`src/rtl/bit_relation_pkg.sv`:
```
// Shared types and constants for the bitwise relation checkers.
//   rel_mode_e      : relation select encoding carried on in_mode
//   state_e         : packet accumulation FSM states
//   FIRST_FAIL_NONE : first-fail index reported when no beat failed (all-ones)
package bit_relation_pkg;

  typedef enum logic [1:0] {
    ModeSubset   = 2'd0,
    ModeEqual    = 2'd1,
    ModeDisjoint = 2'd2,
    ModeSuperset = 2'd3
  } rel_mode_e;

  typedef enum logic [1:0] {
    StIdle  = 2'd0,
    StAccum = 2'd1,
    StHold  = 2'd2
  } state_e;

  // Users truncate to their own counter width; all-ones stays all-ones.
  localparam int unsigned MAX_CNT_W = 64;
  localparam logic [MAX_CNT_W-1:0] FIRST_FAIL_NONE = '1;

endpackage

```
`src/rtl/bit_relation_eval.sv`:
```
// Combinational evaluation of one bitwise relation between two words.
//   a, b      : operand words
//   mode      : relation select (rel_mode_e encoding)
//   offending : bits that violate the relation
//   pass      : 1 when no bit violates the relation
module bit_relation_eval
  import bit_relation_pkg::*;
#(
  parameter int unsigned WIDTH = 32
) (
  input  logic [WIDTH-1:0] a,
  input  logic [WIDTH-1:0] b,
  input  logic [1:0]       mode,
  output logic [WIDTH-1:0] offending,
  output logic             pass
);

  always_comb begin
    offending = '0;
    unique case (rel_mode_e'(mode))
      ModeSubset:   offending = a & ~b;  // bits of A missing from B
      ModeEqual:    offending = a ^ b;
      ModeDisjoint: offending = a & b;
      ModeSuperset: offending = b & ~a;  // bits of B missing from A
      default:      offending = '0;
    endcase
    pass = (offending == '0);
  end

endmodule

```
`config.mk`:
```
export PLATFORM = sky130hd
export DESIGN_NAME = bit_relation_eval
export DESIGN_NICKNAME = d
export VERILOG_FILES = /design/src/rtl/bit_relation_pkg.sv /design/src/rtl/bit_relation_eval.sv
export SDC_FILE = /design/constraint.sdc
export NUM_CORES = 1
export LEC_CHECK = 0
export CAP_MARGIN = 20
export CORE_ASPECT_RATIO = 1.25
export CORE_MARGIN = 8
export CORE_UTILIZATION = 45
export DETAILED_ROUTE_END_ITERATION = 8
export PLACE_DENSITY = 0.91
export SLEW_MARGIN = 20
export SYNTH_ARGS = -nofsm -noshare
export SYNTH_HDL_FRONTEND = slang
export SYNTH_SLANG_ARGS = --single-unit
```
`constraint.sdc`:
```
create_clock -name vclk -period 7.1
set_clock_uncertainty 0.05 [all_clocks]
set_input_delay 1.42 -clock vclk [all_inputs]
set_output_delay 1.42 -clock vclk [all_outputs]
set_load 0.01 [all_outputs]
```
After elaboration in Yosys (flattened, before gate mapping)
Index checks and enable logic that the tools add are counted.

Flip-flop bits (word level): 0. Bits of input ports: 66. Output and inout port bits: 33. Logic and storage cells: 12.

Equality and inequality tests: 3. Multiplexer cells: 1. Bitwise operators: 6. Reduce and logical (&&, ||, !) cells: 2.

Operators with widths (count): 32-bit one-hot mux with 4 select lines (1); 32-bit bitwise AND (3); 32-bit NOT (2); 32-bit logical NOT (1); 32-bit bitwise XOR (1); 2-bit equality test (second input constant) (2); 2-bit by 1-bit equality test with 1-bit output (second input constant) (1); 2-bit logical NOT (1).

Longest topological paths before layout
Gate-level depths: netlist of the first run.

Depth after elaboration: 4. Mapped depth: 9. Gate-level depth less buffers: 7.

Worst setup path after synthesis of the first run
No wires, ideal clock.

Path kind: input -> output. Start: input mode[1]. End: output pass. Arrival time: 3154 ps. Required time: 5630 ps. Setup slack: 2476 ps. Cell stages on the path: 7. Path buffers: 2. Cell sequence: buf_6 buf_6 and3_1 o32a_1 or4_1 nor4_1 and4_1.

Cells in the longest elaborated chain, start to end: 3. Elaborated cells between the ends (all ways): 6. Those cells by class: 3 x eq/ne; 1 x mux; 2 x reduce/logical.

Ends and longest elaborated chain: start: declaration (RTL line bit_relation_eval.sv:13) `input logic [1:0] mode,`; 2-bit equality test, or another cell as far along (RTL line bit_relation_eval.sv:20) `unique case (rel_mode_e'(mode))`; 32-bit one-hot mux with 4 select lines (*) (RTL line bit_relation_eval.sv:20); via offending[10] (RTL line bit_relation_eval.sv:14) `output logic [WIDTH-1:0] offending,`; 32-bit logical NOT (*) (RTL line bit_relation_eval.sv:27) `pass = (offending == '0);`; end: declaration (RTL line bit_relation_eval.sv:15) `output logic pass`.

Mark *: on every way through the listed nets, which the timed path passes. The rest lies on a longest branch.

Worst setup path after layout of the first run
Start: input mode[0]. End: output pass.

Cells in the longest elaborated chain, start to end: 3. Elaborated cells between the ends (all ways): 6. Those cells by class: 3 x eq/ne; 1 x mux; 2 x reduce/logical.

Ends and longest elaborated chain (RTL line): 2-bit equality test, or another cell as far along (bit_relation_eval.sv:20); 32-bit one-hot mux with 4 select lines (*) (bit_relation_eval.sv:20); 32-bit logical NOT (*) (bit_relation_eval.sv:27).

Mark *: on every way between the ends. The rest lies on a longest branch, timed or not.

==> results of run 1 <==
-- critical path: cells and delay by family --
family | cells | cell delay [ns]
buf+inv | 2 | 1.28
simple gates | 3 | 1.06
compound gates | 2 | 0.48
-- layer usage --
| layer | share of wire | track usage |
|---|---|---|
| met1 | 0.45 | 0.202 |
| met2 | 0.44 | 0.289 |
| met3 | 0.10 | 0.0495 |
| met4 | 0.010 | 0.0146 |
| met5 | 0 | 0 |
-- power breakdown --
group	leakage, µW	internal, µW	switching [µW]
Sequential	0	0	0
Clock	0	0	0
Combinational	0.00134	102	75.1
Total	0.00134	102	75.1
-- layout make-up --
cell class | count | area share
Inverter | 33 | 0.0443
Tap cell | 56 | 0.0251
Timing Repair Buffer | 101 | 0.357
Multi-Input combinational cell | 202 | 0.573
-- layout by cell type (no fill, tap or decap) --
cell             netlist  final
buf_4                  1      3
and2b_1                4      4
o21ai_0               23     23
nor2b_1               27     27
nor4b_1                1      1
a311oi_1               9      9
and4_1                 1      1
and3_1                22     22
xor2_1                 1      1
inv_1                 33     33
a21oi_1                9      9
nor4_1                 3      3
clkdlybuf4s50_1        0     97
nand3_1                1      1
ha_1                  32     32
buf_2                  4      1
or4_1                  5      5
o32a_1                22     22
nand2_1                9      9
and3b_1               22     22
nor2_1                 1      1
o22a_1                 9      9
mux2i_1                1      1
-- metrics by stage --
step | cell area [µm²] | power, µW | setup slack, ns | util | std cells
5_1_grt | 2800 | 196 | 1.11 | 0.699 | 392
2_1_floorplan | 1840 | 84.9 | 2.48 | - | 256
3_5_place_dp | 2790 | 177 | 1.09 | 0.698 | 392
4_1_cts | 2790 | 178 | 1.09 | 0.698 | 392
6_report | 2800 | 177 | 1.37 | 0.699 | 392
3_3_place_gp | 2790 | 172 | 1.17 | 0.698 | 392
-- logic make-up (layout without fill, tap and decap cells) --
group / Yosys count / count (layout)
AOI/OAI and AO/OA: 72 / 72
xor gates and xnor gates: 1 / 1
adders and majority gates: 32 / 32
buffers and inverters: 54 / 134
muxes: 1 / 1
and+or+nand+nor: 96 / 96
-- worst min-delay path by stage --
stage / start / end / slack (ns) / depth (start not counted)
finish: b[26] / offending[26] / 3.89 / 4
global route: b[26] / offending[26] / 3.91 / 4
CTS: b[26] / offending[26] / 3.89 / 4
detailed placement: b[26] / offending[26] / 3.88 / 4
global placement: b[26] / offending[26] / 3.88 / 4
floorplan: b[26] / offending[26] / 2.98 / 2
==> impl_table.tex, run 1 <==
\begin{tabular}{lr}
\hline
Metric & Value \\
\hline
\multicolumn{2}{l}{\textbf{Critical path}} \\
\quad Slowest library cell on the worst path & buf\_2 \\
\quad Kind of end point of the critical path & output port \\
\quad Required time at the worst-slack endpoint & 5.63 ns \\
\quad Arrival time reported for the critical path endpoint & 4.26 ns \\
\quad Max incr delay on CP & 0.74 ns \\
\quad Class of the most critical setup path & primary input to output port \\
\quad Worst setup path startpoint & mode[0] \\
\quad Critical Path Start Type & primary input \\
\quad Worst-path fanout max & 64 \\
\quad Critical-path cell list & buf\_2 > o21ai\_0 > o32a\_1 > or4\_1 > nor4\_1 > and4\_1 > clkdlybuf4s50\_1 \\
\quad Critical Path End & pass \\
\multicolumn{2}{l}{\textbf{Drt}} \\
\quad Vias/cell & 5.61 \\
\quad Wirelength, routed & 5640 µm \\
\quad Wire length per cell after detailed routing & 14.4 µm \\
\quad Detailed-routing iteration count for the pre-antenna-repair pass & 4 \\
\quad DRT iter0 DRCs & 102 \\
\quad Vias after detailed routing & 2198 \\
\quad Residual DRC count & 0 \\
\quad Antenna-violating nets left & 0 \\
\multicolumn{2}{l}{\textbf{STA}} \\
\quad Setup violations, final & 0 \\
\quad Worst Hold Margin & 3.89 ns \\
\quad Unrepaired setup endpoints after global routing & no \\
\quad Pins over their slew limit & 0 \\
\quad Final critical delay including setup and external delays & 5.73 ns \\
\quad Part of the cycle the worst path needs & 0.807 \\
\quad Achievable frequency & 0.174 GHz \\
\quad Tightest Pin Transition & 1.00 ns \\
\quad Setup TNS & 0 ns \\
\quad Max transition margin & 0.332 \\
\quad Hold Fails Final Rpt & 0 \\
\multicolumn{2}{l}{\textbf{Placed design}} \\
\quad I/O Buffers & 99 \\
\quad Gp weighted congestion & 0.768 \\
\quad Detailed Place HPWL & 4560 µm \\
\multicolumn{2}{l}{\textbf{Floorplan}} \\
\quad Area of the core & 4000 µm² \\
\quad DIE AREA & 6400 µm² \\
\quad Initial cell density of the core & 0.459 \\
\quad Number of ports placed on the die boundary & 99 \\
\quad Placement Rows & 26 \\
\quad Die extent in x & 73.2 µm \\
\quad Height of the die & 87.5 µm \\
\multicolumn{2}{l}{\textbf{Final layout}} \\
\quad Area growth, synth to finish & 52.1\% \\
\quad Fin nets & 436 \\
\quad Layout filler cell count & 339 \\
\quad Count of sequential standard cells & 0 \\
\quad Layout cells sized above 1 & 0.0119 \\
\quad Area of combinational cells with multiple inputs & 1600 µm² \\
\quad Clkbuf count & 0 \\
\quad N\_diodes & 0 \\
\quad Area used by sequential logic in the layout & 0 µm² \\
\multicolumn{2}{l}{\textbf{Yosys}} \\
\quad Area fraction in and, or, nand and nor cells after synthesis & 0.351 \\
\quad Leading cell type by number of instances after synthesis & inv\_1 \\
\quad Most frequent cells after synthesis & inv\_1, ha\_1, nor2b\_1, o21ai\_0 \\
\quad Total nets after synthesis & 354 \\
\quad Dominant combinational cell family by area after synthesis & simple AND/OR/NAND/NOR gates \\
\quad Mean instance size in the synthesized netlist & 7.18 µm² \\
\quad Post-synthesis cell area & 1840 µm² \\
\quad Share of the yosys chip area belonging to registers & 0 \\
\quad Number of distinct standard cells referenced by the synthesized netlist & 25 \\
\quad Share of the synthesized area in compound gates (AO/OA/AOI/OAI) & 0.293 \\
\quad Adder-cell share of the synthesized area & 0.218 \\
\quad Share of the synthesized area in the top cell type & 0.218 \\
\quad Count of yosys warnings during synthesis & 0 \\
\quad Xor and xnor fraction of the mapped netlist area & 0.00477 \\
\quad Leading post-synthesis cells by cell area & ha\_1, o32a\_1, and3b\_1 \\
\quad Number of instances in the synthesized netlist & 256 \\
\quad Cell type with the largest total area after synthesis & ha\_1 \\
\quad Proportion of synthesized area in mux cells & 0.00545 \\
\multicolumn{2}{l}{\textbf{Clock tree}} \\
\quad Post-CTS Resized & 0 \\
\quad Count of hold-fix buffers inserted at cts & 0 \\
\quad Post-CTS setup repair buffer count & 0 \\
\multicolumn{2}{l}{\textbf{Power and ir drop}} \\
\quad Maximum vdd drop & 0.0000411 V \\
\quad Static power due to leakage & 0.00134 µW \\
\quad Power Dens Cells & 63.3 nW/µm² \\
\multicolumn{2}{l}{\textbf{Run}} \\
\quad Max Cap Viol & 0 \\
\multicolumn{2}{l}{\textbf{Worst hold path}} \\
\quad Type of the tightest min-delay check & primary input to output port \\
\multicolumn{2}{l}{\textbf{Global routing}} \\
\quad Largest net degree at the start of global routing & 84 \\
\quad Overall routing resource usage & 0.167 \\
\quad Global-route wire length before repair & 9090 µm \\
\quad Initial antenna violation count & 0 \\
\quad Total grt overflow & 0 \\
\quad Via count of the first global-routing pass & 2037 \\
\multicolumn{2}{l}{\textbf{Outcome}} \\
\quad Result of the run & completed \\
\hline
\end{tabular}
(Power assumes the default switching activity.)
==> inputs of run 2 (changes only) <==
Settings changed: CORE_UTILIZATION 45 to 42, PLACE_DENSITY 0.91 to 0.85.
Clock period 7.1 ns to 5.7 ns, I/O delays scaled along.
==> run 2 against run 1 <==
Against the previous run:
- power is 25% higher
- die area is 5.7% higher
- clock-buffer cell count stayed put
- global-route usage is 0.16 points lower
- setup slack worse by 0.91 ns
- final cell count is 1.0% higher
- critical path depth is 2 higher
- design area is 0.98% higher
- flip-flop and latch count stayed put
- non-clock buffer count is 2 higher
- largest cell class unchanged
==> impl_table.tex, run 2 (same netlist as run 1, synthesis figures left out) <==
\begin{tabular}{lr}
\hline
Metric & Value \\
\hline
\multicolumn{2}{l}{\textbf{Outcome}} \\
\quad Result of the run & completed \\
\multicolumn{2}{l}{\textbf{Final layout}} \\
\quad Layout cells sized above 1 & 0.0178 \\
\quad Final non-filler cell area & 2820 µm² \\
\quad Most common cell after layout, fill and taps aside & clkdlybuf4s50\_1 \\
\quad Area used by sequential logic in the layout & 0 µm² \\
\quad Fin nets & 438 \\
\quad Layout filler cell count & 402 \\
\quad Non-filler cells in the finished layout & 396 \\
\quad Count of sequential standard cells & 0 \\
\quad Area growth, synth to finish & 53.6\% \\
\quad Clkbuf count & 0 \\
\quad Area of combinational cells with multiple inputs & 1600 µm² \\
\quad Commonest cells after routing, fill and taps aside & clkdlybuf4s50\_1, inv\_1, ha\_1, nor2b\_1, o21ai\_0 \\
\quad N\_diodes & 0 \\
\multicolumn{2}{l}{\textbf{Drt}} \\
\quad DRT iter0 DRCs & 116 \\
\quad Residual DRC count & 0 \\
\quad Wirelength, routed & 5930 µm \\
\quad Detailed-routing iteration count for the pre-antenna-repair pass & 4 \\
\quad Vias/cell & 5.59 \\
\quad Antenna-violating nets left & 0 \\
\quad Vias after detailed routing & 2215 \\
\quad Wire length per cell after detailed routing & 15.0 µm \\
\multicolumn{2}{l}{\textbf{STA}} \\
\quad Setup ws final & 0.462 ns \\
\quad Tightest Pin Transition & 0.823 ns \\
\quad Setup violations, final & 0 \\
\quad Achievable frequency & 0.191 GHz \\
\quad Part of the cycle the worst path needs & 0.919 \\
\quad Hold Fails Final Rpt & 0 \\
\quad Final critical delay including setup and external delays & 5.24 ns \\
\quad Max transition margin & 0.451 \\
\quad Pins over their slew limit & 0 \\
\quad Unrepaired setup endpoints after global routing & no \\
\quad Setup TNS & 0 ns \\
\multicolumn{2}{l}{\textbf{Floorplan}} \\
\quad Initial cell density of the core & 0.425 \\
\quad Placement Rows & 27 \\
\quad Number of ports placed on the die boundary & 99 \\
\quad Area of the core & 4320 µm² \\
\quad Die extent in x & 75.2 µm \\
\quad DIE AREA & 6760 µm² \\
\quad Height of the die & 90.0 µm \\
\multicolumn{2}{l}{\textbf{Global routing}} \\
\quad Global-route wire length before repair & 9600 µm \\
\quad Via count of the first global-routing pass & 2122 \\
\quad Initial antenna violation count & 0 \\
\quad Overall routing resource usage & 0.165 \\
\quad Total grt overflow & 0 \\
\quad Largest net degree at the start of global routing & 53 \\
\multicolumn{2}{l}{\textbf{Critical path}} \\
\quad Critical Path Start Type & primary input \\
\quad Kind of end point of the critical path & output port \\
\quad Buffering stage count on the worst path with inverters included & 3 \\
\quad Slowest library cell on the worst path & or4\_1 \\
\quad Arrival time reported for the critical path endpoint & 4.05 ns \\
\quad Cell family with the largest share of critical-path delay & simple AND/OR/NAND/NOR gates \\
\quad Max incr delay on CP & 0.57 ns \\
\quad Class of the most critical setup path & primary input to output port \\
\quad Critical path's most frequent cell & clkdlybuf4s50\_1 \\
\quad Required time at the worst-slack endpoint & 4.51 ns \\
\quad Critical-path cell list & clkdlybuf4s50\_1 > inv\_1 > ha\_1 > nor2b\_1 > o32a\_1 > or4\_1 > nor4\_1 > and4\_1 > clkdlybuf4s50\_1 \\
\quad Worst-path fanout max & 3 \\
\multicolumn{2}{l}{\textbf{Power and ir drop}} \\
\quad Switching power & 93.8 µW \\
\quad Net Sw Frac & 0.422 \\
\quad Internal power & 128 µW \\
\quad Maximum vdd drop & 0.0000453 V \\
\quad Fraction of power consumed by sequential logic & 0 \\
\quad Static power due to leakage & 0.00135 µW \\
\quad Proportion of power drawn by combinational gates & 1.000 \\
\quad Overall power of the completed layout & 222 µW \\
\quad Clock network fraction of total power & 0 \\
\quad Power Dens Cells & 78.7 nW/µm² \\
\multicolumn{2}{l}{\textbf{Clock tree}} \\
\quad Count of hold-fix buffers inserted at cts & 0 \\
\quad Post-CTS setup repair buffer count & 0 \\
\quad Post-CTS Resized & 0 \\
\multicolumn{2}{l}{\textbf{Placed design}} \\
\quad Detailed Place HPWL & 4800 µm \\
\quad Worst setup timing slack at the placement stage & 0.389 ns \\
\quad DP Cell Count & 396 \\
\quad Gp weighted congestion & 0.764 \\
\quad Standard cell area after detailed placement & 2820 µm² \\
\quad I/O Buffers & 99 \\
\multicolumn{2}{l}{\textbf{Run}} \\
\quad Max Cap Viol & 0 \\
\multicolumn{2}{l}{\textbf{Worst hold path}} \\
\quad Type of the tightest min-delay check & primary input to output port \\
\hline
\end{tabular}
-- run 2: changes by cell type in the layout (fill, tap and decap cells not counted), sizes merged --
| cell | delta |
|---|---|
| buf | +2 |
-- run 2: power groups by stage --
stage	sequential [µW]	clock, µW	combinational [µW]
floorplan	0	0	106
detailed placement	0	0	222
CTS	0	0	224
finish	0	0	222
global placement	0	0	217
global route	0	0	244
-- run 2: cell type report --
class,instances,area share
inverters,33,0.0439
repair buffers,103,0.363
multi-input cells,202,0.568
well taps,58,0.0257
-- run 2: through the flow --
step / hold WS, ns / utilization
floorplan: 2.42 / -
global placement: 3.25 / 0.653
detailed placement: 3.27 / 0.653
CTS: 3.27 / 0.653
global route: 3.33 / 0.653
finish: 3.27 / 0.653
-- run 2: path summary, 6_finish.rpt --
check  slack [ns]     from             to  cells after the start
max          0.46    b[10]           pass                      9
min          3.27  mode[1]  offending[26]                      4
-- run 2: routing by layer --
metal | global-route usage | vias up | wire length [µm]
li1 | - | 1130 | -
met1 | 0.205 | 1008 | 2520
met2 | 0.296 | 73 | 2890
met3 | 0.0200 | 4 | 464
met4 | 0.0145 | 0 | 55
met5 | 0 | - | 0
==> inputs of run 3 (changes only) <==
Settings changed: REMOVE_ABC_BUFFERS set to 1.
==> run 3 against run 2 <==
Against the previous run:
- critical endpoint unchanged
- sequential share of layout area is the same
- global-route usage shrank 0.76 points
- largest cell class unchanged
- via count grew 0.81%
- critical path depth is the same
- setup slack gained 0.092 ns
- largest power group unchanged
==> impl_table.tex, run 3 (same netlist as run 1, synthesis figures left out) <==
\begin{tabular}{lr}
\hline
Metric & Value \\
\hline
\multicolumn{2}{l}{\textbf{Outcome}} \\
\quad Result of the run & completed \\
\multicolumn{2}{l}{\textbf{STA}} \\
\quad Achievable frequency & 0.194 GHz \\
\quad Hold Fails Final Rpt & 0 \\
\quad Final critical delay including setup and external delays & 5.15 ns \\
\quad Setup ws final & 0.554 ns \\
\quad Max transition margin & 0.547 \\
\quad Setup violations, final & 0 \\
\quad Setup TNS & 0 ns \\
\quad Part of the cycle the worst path needs & 0.903 \\
\quad Worst Hold Margin & 3.29 ns \\
\quad Unrepaired setup endpoints after global routing & no \\
\quad Tightest Pin Transition & 0.680 ns \\
\quad Pins over their slew limit & 0 \\
\multicolumn{2}{l}{\textbf{Drt}} \\
\quad Vias after detailed routing & 2233 \\
\quad Residual DRC count & 0 \\
\quad Vias/cell & 5.64 \\
\quad Wirelength, routed & 5720 µm \\
\quad DRT iter0 DRCs & 105 \\
\quad Wire length per cell after detailed routing & 14.4 µm \\
\quad Detailed-routing iteration count for the pre-antenna-repair pass & 4 \\
\quad Antenna-violating nets left & 0 \\
\multicolumn{2}{l}{\textbf{Global routing}} \\
\quad Via count of the first global-routing pass & 2109 \\
\quad Initial antenna violation count & 0 \\
\quad Overall routing resource usage & 0.158 \\
\quad Global-route wire length before repair & 9210 µm \\
\quad Largest net degree at the start of global routing & 57 \\
\quad Total grt overflow & 0 \\
\multicolumn{2}{l}{\textbf{Placed design}} \\
\quad Detailed Place HPWL & 4660 µm \\
\quad Gp weighted congestion & 0.721 \\
\quad I/O Buffers & 99 \\
\quad Worst setup timing slack at the placement stage & 0.518 ns \\
\multicolumn{2}{l}{\textbf{Final layout}} \\
\quad Area used by sequential logic in the layout & 0 µm² \\
\quad Layout filler cell count & 423 \\
\quad Commonest cells after routing, fill and taps aside & clkdlybuf4s50\_1, inv\_1, ha\_1, nor2b\_1, o21ai\_0 \\
\quad Area of combinational cells with multiple inputs & 1600 µm² \\
\quad Most common cell after layout, fill and taps aside & clkdlybuf4s50\_1 \\
\quad N\_diodes & 0 \\
\quad Count of sequential standard cells & 0 \\
\quad Clkbuf count & 0 \\
\quad Fin nets & 438 \\
\quad Layout cells sized above 1 & 0.0178 \\
\quad Area growth, synth to finish & 53.6\% \\
\quad Final design utilization & 0.653 \\
\multicolumn{2}{l}{\textbf{Power and ir drop}} \\
\quad Power Dens Cells & 78.2 nW/µm² \\
\quad Maximum vdd drop & 0.0000512 V \\
\quad Static power due to leakage & 0.00135 µW \\
\quad Overall power of the completed layout & 221 µW \\
\multicolumn{2}{l}{\textbf{Critical path}} \\
\quad Critical path's most frequent cell & clkdlybuf4s50\_1 \\
\quad Kind of end point of the critical path & output port \\
\quad Slowest library cell on the worst path & clkdlybuf4s50\_1 \\
\quad Max incr delay on CP & 0.54 ns \\
\quad Buffering stage count on the worst path with inverters included & 3 \\
\quad Critical-path cell list & clkdlybuf4s50\_1 > inv\_1 > ha\_1 > and2b\_1 > o32a\_1 > or4\_1 > nor4\_1 > and4\_1 > clkdlybuf4s50\_1 \\
\quad Required time at the worst-slack endpoint & 4.51 ns \\
\quad Critical Path Start Type & primary input \\
\quad Instance count on the critical path & 9 \\
\quad Class of the most critical setup path & primary input to output port \\
\quad Worst-path fanout max & 3 \\
\quad Arrival time reported for the critical path endpoint & 3.96 ns \\
\quad Cell family with the largest share of critical-path delay & simple AND/OR/NAND/NOR gates \\
\multicolumn{2}{l}{\textbf{Floorplan}} \\
\quad Number of ports placed on the die boundary & 99 \\
\quad DIE AREA & 6760 µm² \\
\quad Placement Rows & 27 \\
\quad Die extent in x & 75.2 µm \\
\quad Initial cell density of the core & 0.425 \\
\quad Area of the core & 4320 µm² \\
\quad Height of the die & 90.0 µm \\
\multicolumn{2}{l}{\textbf{Clock tree}} \\
\quad Count of hold-fix buffers inserted at cts & 0 \\
\quad Post-CTS setup repair buffer count & 0 \\
\quad Post-CTS Resized & 0 \\
\multicolumn{2}{l}{\textbf{Worst hold path}} \\
\quad Count of cells along the worst hold path & 4 \\
\quad Type of the tightest min-delay check & primary input to output port \\
\multicolumn{2}{l}{\textbf{Run}} \\
\quad Max Cap Viol & 0 \\
\hline
\end{tabular}
-- run 3: cell counts in the layout (fill, tap and decap cells not counted) --
Identical to the previous run, type by type.
-- run 3: worst paths after layout --
path / startpoint / endpoint / slack (ns)
setup / recovery: b[5] / pass / 0.55
hold / removal: mode[1] / offending[19] / 3.29
-- run 3: layout make-up --
cell class	instances	share of cell area
Inverter	33	0.0439
Multi-Input combinational cell	202	0.568
Tap cell	58	0.0257
Timing Repair Buffer	103	0.363
-- run 3: metrics by stage --
stage / instance area, µm² / std cells
4_1_cts: 2820 / 396
3_3_place_gp: 2820 / 396
5_1_grt: 2820 / 396
6_report: 2820 / 396
2_1_floorplan: 1730 / 235
3_5_place_dp: 2820 / 396
-- run 3: report_power, final --
part / internal (µW) / leakage [µW] / switching (µW)
Sequential: 0 / 0 / 0
Combinational: 128 / 0.00135 / 92.3
Clock: 0 / 0 / 0
-- run 3: metal layers --
metal	routed length (µm)	vias to the layer above	share of wire	track usage
li1	-	1128	-	-
met1	2340	1034	0.41	0.188
met2	2970	69	0.52	0.293
met3	386	2	0.068	0.0233
met4	14	0	0.0024	0.00482
met5	0	-	0	0
